`config.mk`:
```
export PLATFORM = sky130hd
export DESIGN_NAME = regfile_write_arbiter_flat
export DESIGN_NICKNAME = d
export VERILOG_FILES = /design/src/rtl/regfile_pkg.sv /design/src/rtl/regfile_write_arbiter_if.sv /design/src/rtl/regfile_write_arbiter_rr_arbiter.sv /design/src/rtl/regfile_write_arbiter.sv /design/src/flat_wrapper.sv
export SDC_FILE = /design/constraint.sdc
export NUM_CORES = 1
export LEC_CHECK = 0
export CORE_ASPECT_RATIO = 1.2
export CORE_MARGIN = 8
export CORE_UTILIZATION = 45
export DETAILED_ROUTE_END_ITERATION = 12
export PLACE_DENSITY_LB_ADDON = 0.2
export SLEW_MARGIN = 20
export SYNTH_ARGS = -nofsm -noshare
export SYNTH_HDL_FRONTEND = slang
export SYNTH_HIERARCHICAL = 1
export SYNTH_SLANG_ARGS = --single-unit
```
`constraint.sdc`:
```
create_clock -name clock -period 3.5 [get_ports clock]
set_clock_uncertainty 0.2 [all_clocks]
set_input_delay 0.525 -clock clock [delete_from_list [all_inputs] [get_ports clock]]
set_output_delay 0.525 -clock clock [all_outputs]
set_load 0.05 [all_outputs]
```
`src/rtl/regfile_pkg.sv`:
```
// regfile_pkg: register-file geometry, write-request record and shared helpers.
package regfile_pkg;
    localparam int REG_ADDR_W = 5;
    localparam int REG_DATA_W = 32;
    localparam int NUM_REGS = 32;
    localparam logic [REG_ADDR_W-1:0] ZERO_REG = '0;

    typedef struct packed {
        logic [REG_ADDR_W-1:0] addr;
        logic [REG_DATA_W-1:0] data;
    } wr_req_t;

    // One-hot of a register index with the hard-wired zero register masked out.
    function automatic logic [NUM_REGS-1:0] reg_onehot(input logic [REG_ADDR_W-1:0] a);
        return (NUM_REGS'(1) << a) & ~(NUM_REGS'(1) << ZERO_REG);
    endfunction
endpackage

```
`src/rtl/regfile_write_arbiter_if.sv`:
```
// regfile_write_arbiter_if: writeback request bus and register-file write port.
interface regfile_write_arbiter_if #(
    parameter int NUM_REQ = 2,
    parameter int DATA_W = 32,
    parameter int ADDR_W = 5
);
    logic flush;
    logic [NUM_REQ-1:0] req_valid;
    logic [NUM_REQ-1:0] req_ready;
    logic [NUM_REQ*ADDR_W-1:0] req_reg;
    logic [NUM_REQ*DATA_W-1:0] req_data;
    logic reg_write;
    logic [ADDR_W-1:0] write_register;
    logic [DATA_W-1:0] write_data;
    logic [31:0] pending_mask;

    modport master (
        output flush, req_valid, req_reg, req_data,
        input req_ready, reg_write, write_register, write_data, pending_mask
    );
    modport slave (
        input flush, req_valid, req_reg, req_data,
        output req_ready, reg_write, write_register, write_data, pending_mask
    );
endinterface

```
`src/rtl/regfile_write_arbiter_rr_arbiter.sv`:
```
// rr_arbiter: one-hot round-robin grant, searching upward from ptr+1 with wrap.
module rr_arbiter #(
    parameter int NUM_REQ = 2,
    localparam int PTR_W = $clog2(NUM_REQ)
) (
    input logic [NUM_REQ-1:0] req,
    input logic [PTR_W-1:0] ptr,
    output logic [NUM_REQ-1:0] grant
);
    logic [NUM_REQ-1:0] upper;
    logic [NUM_REQ-1:0] pick;

    // Requests strictly above ptr take priority; otherwise wrap to the lowest one.
    always_comb begin
        upper = req & ~((NUM_REQ'(2) << ptr) - NUM_REQ'(1));
        pick = |upper ? upper : req;
        grant = pick & (~pick + NUM_REQ'(1));
    end
endmodule

```
`src/rtl/regfile_write_arbiter.sv`:
```
// regfile_write_arbiter: per-source one-entry buffers drained round-robin into the
// register-file write port, with a mask of registers that still have writes in flight.
module regfile_write_arbiter
    import regfile_pkg::*;
#(
    parameter int NUM_REQ = 2,
    parameter int DATA_W = REG_DATA_W,
    parameter int ADDR_W = REG_ADDR_W
) (
    input logic clock,
    input logic reset,
    regfile_write_arbiter_if.slave bus
);
    localparam int PTR_W = $clog2(NUM_REQ);

    typedef struct packed {
        logic [ADDR_W-1:0] addr;
        logic [DATA_W-1:0] data;
    } hold_t;

    hold_t hold [NUM_REQ];
    hold_t sel;
    logic [NUM_REQ-1:0] hold_valid;
    logic [NUM_REQ-1:0] grant;
    logic [NUM_REQ-1:0] take;
    logic [PTR_W-1:0] rr;
    logic [PTR_W-1:0] gidx;
    logic [31:0] mask;

    rr_arbiter #(.NUM_REQ(NUM_REQ)) u_arb (
        .req(hold_valid),
        .ptr(rr),
        .grant(grant)
    );

    // Ready depends only on state and flush, so a granted buffer can refill in the same cycle.
    assign bus.req_ready = {NUM_REQ{!bus.flush}} & (~hold_valid | grant);
    assign take = bus.req_valid & bus.req_ready;

    always_comb begin
        gidx = '0;
        sel = '0;
        for (int i = 0; i < NUM_REQ; i++) begin
            if (grant[i]) begin
                gidx = PTR_W'(i);
                sel = hold[i];
            end
        end
    end

    always_ff @(posedge clock) begin
        for (int i = 0; i < NUM_REQ; i++) begin
            if (take[i]) hold[i] <= {bus.req_reg[i*ADDR_W +: ADDR_W], bus.req_data[i*DATA_W +: DATA_W]};
        end
    end

    // Flush drops buffers and the next stage load, but leaves rr and the last written index/data alone.
    always_ff @(posedge clock or posedge reset) begin
        if (reset) begin
            hold_valid <= '0;
            rr <= PTR_W'(NUM_REQ - 1);
            bus.reg_write <= 1'b0;
            bus.write_register <= '0;
            bus.write_data <= '0;
        end else if (bus.flush) begin
            hold_valid <= '0;
            bus.reg_write <= 1'b0;
        end else begin
            hold_valid <= (hold_valid & ~grant) | take;
            bus.reg_write <= |grant && sel.addr != ADDR_W'(ZERO_REG);
            if (|grant) begin
                rr <= gidx;
                bus.write_register <= sel.addr;
                bus.write_data <= sel.data;
            end
        end
    end

    always_comb begin
        mask = '0;
        for (int i = 0; i < NUM_REQ; i++) begin
            if (hold_valid[i]) mask = mask | reg_onehot(REG_ADDR_W'(hold[i].addr));
        end
        if (bus.reg_write) mask = mask | reg_onehot(REG_ADDR_W'(bus.write_register));
    end

    assign bus.pending_mask = mask;
endmodule
```
`src/flat_wrapper.sv`:
```
// flat-port wrapper written by rule: the top's interface ports become plain ports
module regfile_write_arbiter_flat import regfile_pkg::*;
#(
    parameter int NUM_REQ = 2,
    parameter int DATA_W = REG_DATA_W,
    parameter int ADDR_W = REG_ADDR_W
)
  (clock, reset, bus_flush, bus_req_valid, bus_req_reg, bus_req_data, bus_req_ready, bus_reg_write, bus_write_register, bus_write_data, bus_pending_mask);
  regfile_write_arbiter_if #(.NUM_REQ(NUM_REQ), .DATA_W(DATA_W), .ADDR_W(ADDR_W)) bus_i ();
  input logic clock;
  input logic reset;
  input wire logic [$bits(bus_i.flush)-1:0] bus_flush;
  input wire logic [$bits(bus_i.req_valid)-1:0] bus_req_valid;
  input wire logic [$bits(bus_i.req_reg)-1:0] bus_req_reg;
  input wire logic [$bits(bus_i.req_data)-1:0] bus_req_data;
  output wire logic [$bits(bus_i.req_ready)-1:0] bus_req_ready;
  output wire logic [$bits(bus_i.reg_write)-1:0] bus_reg_write;
  output wire logic [$bits(bus_i.write_register)-1:0] bus_write_register;
  output wire logic [$bits(bus_i.write_data)-1:0] bus_write_data;
  output wire logic [$bits(bus_i.pending_mask)-1:0] bus_pending_mask;
  assign bus_i.flush = bus_flush;
  assign bus_i.req_valid = bus_req_valid;
  assign bus_i.req_reg = bus_req_reg;
  assign bus_i.req_data = bus_req_data;
  assign bus_req_ready = bus_i.req_ready;
  assign bus_reg_write = bus_i.reg_write;
  assign bus_write_register = bus_i.write_register;
  assign bus_write_data = bus_i.write_data;
  assign bus_pending_mask = bus_i.pending_mask;
  regfile_write_arbiter #(.NUM_REQ(NUM_REQ), .DATA_W(DATA_W), .ADDR_W(ADDR_W)) u_core (.clock(clock), .reset(reset), .bus(bus_i));
endmodule
```
==> impl_metrics.json <==
{
  "status": "complete, no violations",
  "area_delta_synth_final_pct": 43.7,
  "irDropWorstVdd_uv": 449,
  "synth_seq_cells": 115,
  "cts_max_level": 4,
  "reg2reg_depth": 7,
  "finalNetCount": 647,
  "gp_congestion": 0.895,
  "p_leak_nw": 2.80,
  "slew_violations": 0,
  "ant_nets": 0,
  "syn_area_mm2": 0.00503,
  "wl_per_cell_um": 18.9,
  "cts.sinks": 115,
  "critPathRequiredTime_ns": 2.77,
  "dp.cells": 681,
  "grt_usage": 0.186,
  "final_core_util": 0.658,
  "wl_mm": 13.4,
  "layout_common_cells": "clkdlybuf4s50_1, nand2_1, edfxtp_1",
  "cp-startpoint": "u_core/hold_valid[0]$_DFF_PP0_",
  "r2r-start": "u_core/rr$_DFFE_PP1P_",
  "place_ws_ns": 0.722,
  "finalSetupTns_ns": 0,
  "grt_pass1_wl_mm": 21.9,
  "grt_pass1_vias": 4256,
  "rrSetupSlack_ns": 1.04,
  "synth.avg_cell_area_um2": 11.9,
  "die_w_um": 112,
  "final_common_cell": "clkdlybuf4s50_1",
  "yosysSeqAreaShare": 0.647,
  "min_period_over_period": 0.924,
  "cts_tree": "built",
  "total_power_mw": 4.50,
  "power_density_mw_per_mm2": 624,
  "clkSlewWorstSetupHoldPaths_ns": 0.05,
  "ctsHoldBuffers": 0,
  "drt_iter0_drc": 326,
  "synth-warning-count": 6,
  "synthDistinctLibCells": 31,
  "synth_nets": 500,
  "portBuffers": 149,
  "tightestPinTransition_ns": 0.928,
  "overflow": 0,
  "max_cap_viol_count": 0,
  "dpl.hpwl_mm": 9.46,
  "fp.dieH_um": 132,
  "drive_gt1_frac": 0.0929,
  "synth_cells": 421,
  "fmax_mhz": 309,
  "io-pin-count": 151,
  "start_util": 0.458,
  "dr_total_vias": 3976,
  "path_class": "reg -> out",
  "root_buffer": "clkbuf_16",
  "setup_viol": 0,
  "min_path_type": "reg -> reg",
  "drc": 0,
  "hold_viol": 0,
  "cts_buffers": 17,
  "std_cell_rows": 42,
  "cp-start-kind": "flip-flop",
  "drtPass1Iterations": 7,
  "n_antenna_cell": 0,
  "clk_latency_ns": 0.40,
  "relSlewSlack": 0.381,
  "dieArea_mm2": 0.0148,
  "ctsResizeCount": 0,
  "viasPerCell": 5.58,
  "crit_fanout": 7,
  "cts.path.max_buffers": 2,
  "r2r_end": "u_core/hold[0][1]$_DFFE_PP_",
  "fin_crit_ns": 3.23,
  "end_kind": "output port",
  "setup_slack_ns": 0.267,
  "crit_end": "bus_pending_mask[2]",
  "worst_ep_arrival_time_ns": 2.51,
  "antenna_found_initial": 0,
  "postCtsSetupRepairBufs": 0,
  "core_mm2": 0.0110,
  "rsz0062_at_grt": "false",
  "fin_cells": 713,
  "grt_max_degree": 42
}
## power by group
group | internal, mW | total, mW | leakage, nW | switching, mW
sequential | 1.61 | 1.72 | 1.18 | 0.118
clock | 1.13 | 1.72 | 0.281 | 0.586
combinational | 0.383 | 1.06 | 1.33 | 0.676
## worst min-delay path by stage
stage / from / end / slack (ns) / cells after the start
2_1_floorplan: u_core/hold[0][37]$_DFFE_PP_ / u_core/bus.write_data[0]$_DFFE_PP0P_ / 0.25 / 2
3_3_place_gp: u_core/hold[0][60]$_DFFE_PP_ / u_core/bus.write_data[23]$_DFFE_PP0P_ / 0.25 / 2
3_5_place_dp: u_core/hold[0][63]$_DFFE_PP_ / u_core/bus.write_data[26]$_DFFE_PP0P_ / 0.27 / 2
4_1_cts: u_core/hold[0][63]$_DFFE_PP_ / u_core/bus.write_data[26]$_DFFE_PP0P_ / 0.28 / 2
5_1_grt: u_core/hold[0][64]$_DFFE_PP_ / u_core/bus.write_data[27]$_DFFE_PP0P_ / 0.31 / 2
6_report: u_core/hold[0][63]$_DFFE_PP_ / u_core/bus.write_data[26]$_DFFE_PP0P_ / 0.28 / 2
## sequential cells by signal, indices dropped and copies added, names as in the netlist
| name | count |
|---|---|
| u_core/hold | 74 |
| u_core/hold_valid | 2 |
| u_core/bus.write_data | 32 |
| u_core/bus.reg_write | 1 |
| u_core/rr | 1 |
| u_core/bus.write_register | 5 |
## worst max-delay path, cell delays in order, from the launching register on
cell             delay [ns]
dfrtp_1                0.46
nor3b_2                0.55
a22oi_1                0.19
nand2_1                0.11
clkdlybuf4s50_1        0.80
## cell families after synthesis
logic type / Yosys count / synth area share
buffers and inverters: 35 / 0.0356
AND/OR/NAND/NOR: 148 / 0.147
flip-flops: 115 / 0.647
other: 1 / 0.000746
AO/OA/AOI/OAI: 122 / 0.170
## Yosys cell counts
master	number	area (µm²)
buf_6	3	33.8
nand2b_1	1	6.26
buf_2	14	70.1
nor3_1	3	15.0
a32o_1	1	10.0
clkbuf_1	9	33.8
a21boi_0	1	7.51
nand2_1	97	364
nor2_1	8	30.0
a22oi_1	66	495
and3_1	5	31.3
nor2b_1	4	25.0
o21bai_4	1	18.8
buf_1	1	3.75
o21ai_0	18	90.1
and3_2	1	7.51
a21boi_1	1	7.51
and3b_2	1	10.0
nor3b_2	5	62.6
inv_1	6	22.5
and3b_1	14	123
conb_1	1	3.75
a2bb2oi_1	12	105
o21ai_1	20	100
dfrtp_1	40	1000
nor3b_1	7	52.6
a222oi_1	2	20.0
dfstp_2	1	26.3
buf_4	2	15.0
edfxtp_1	74	2220
and2_1	2	12.5
## layer usage
layer | wire, µm | vias to the layer above | GRT usage
met5 | 0 | - | 0
met4 | 240 | 0 | 0.0654
met3 | 1170 | 23 | 0.0697
met2 | 6950 | 201 | 0.326
met1 | 5080 | 1896 | 0.202
li1 | - | 1856 | -
## stage by stage
step	instance area, µm²	hold WS, ns
2_1_floorplan	5030	0.249
3_3_place_gp	6620	0.252
3_5_place_dp	6620	0.265
4_1_cts	7220	0.282
5_1_grt	7220	0.310
6_report	7220	0.277
## cell type report
class                   instances  area [µm²]
inverters                       6        22.5
repair buffers                157        1570
flip-flops and latches        115        3250
clock inverters                13         159
clock buffers                  19         443
fillers                       865        3760
multi-input cells             271        1620
well taps                     132         165
No activity file was read; power rests on OpenSTA's default activity.
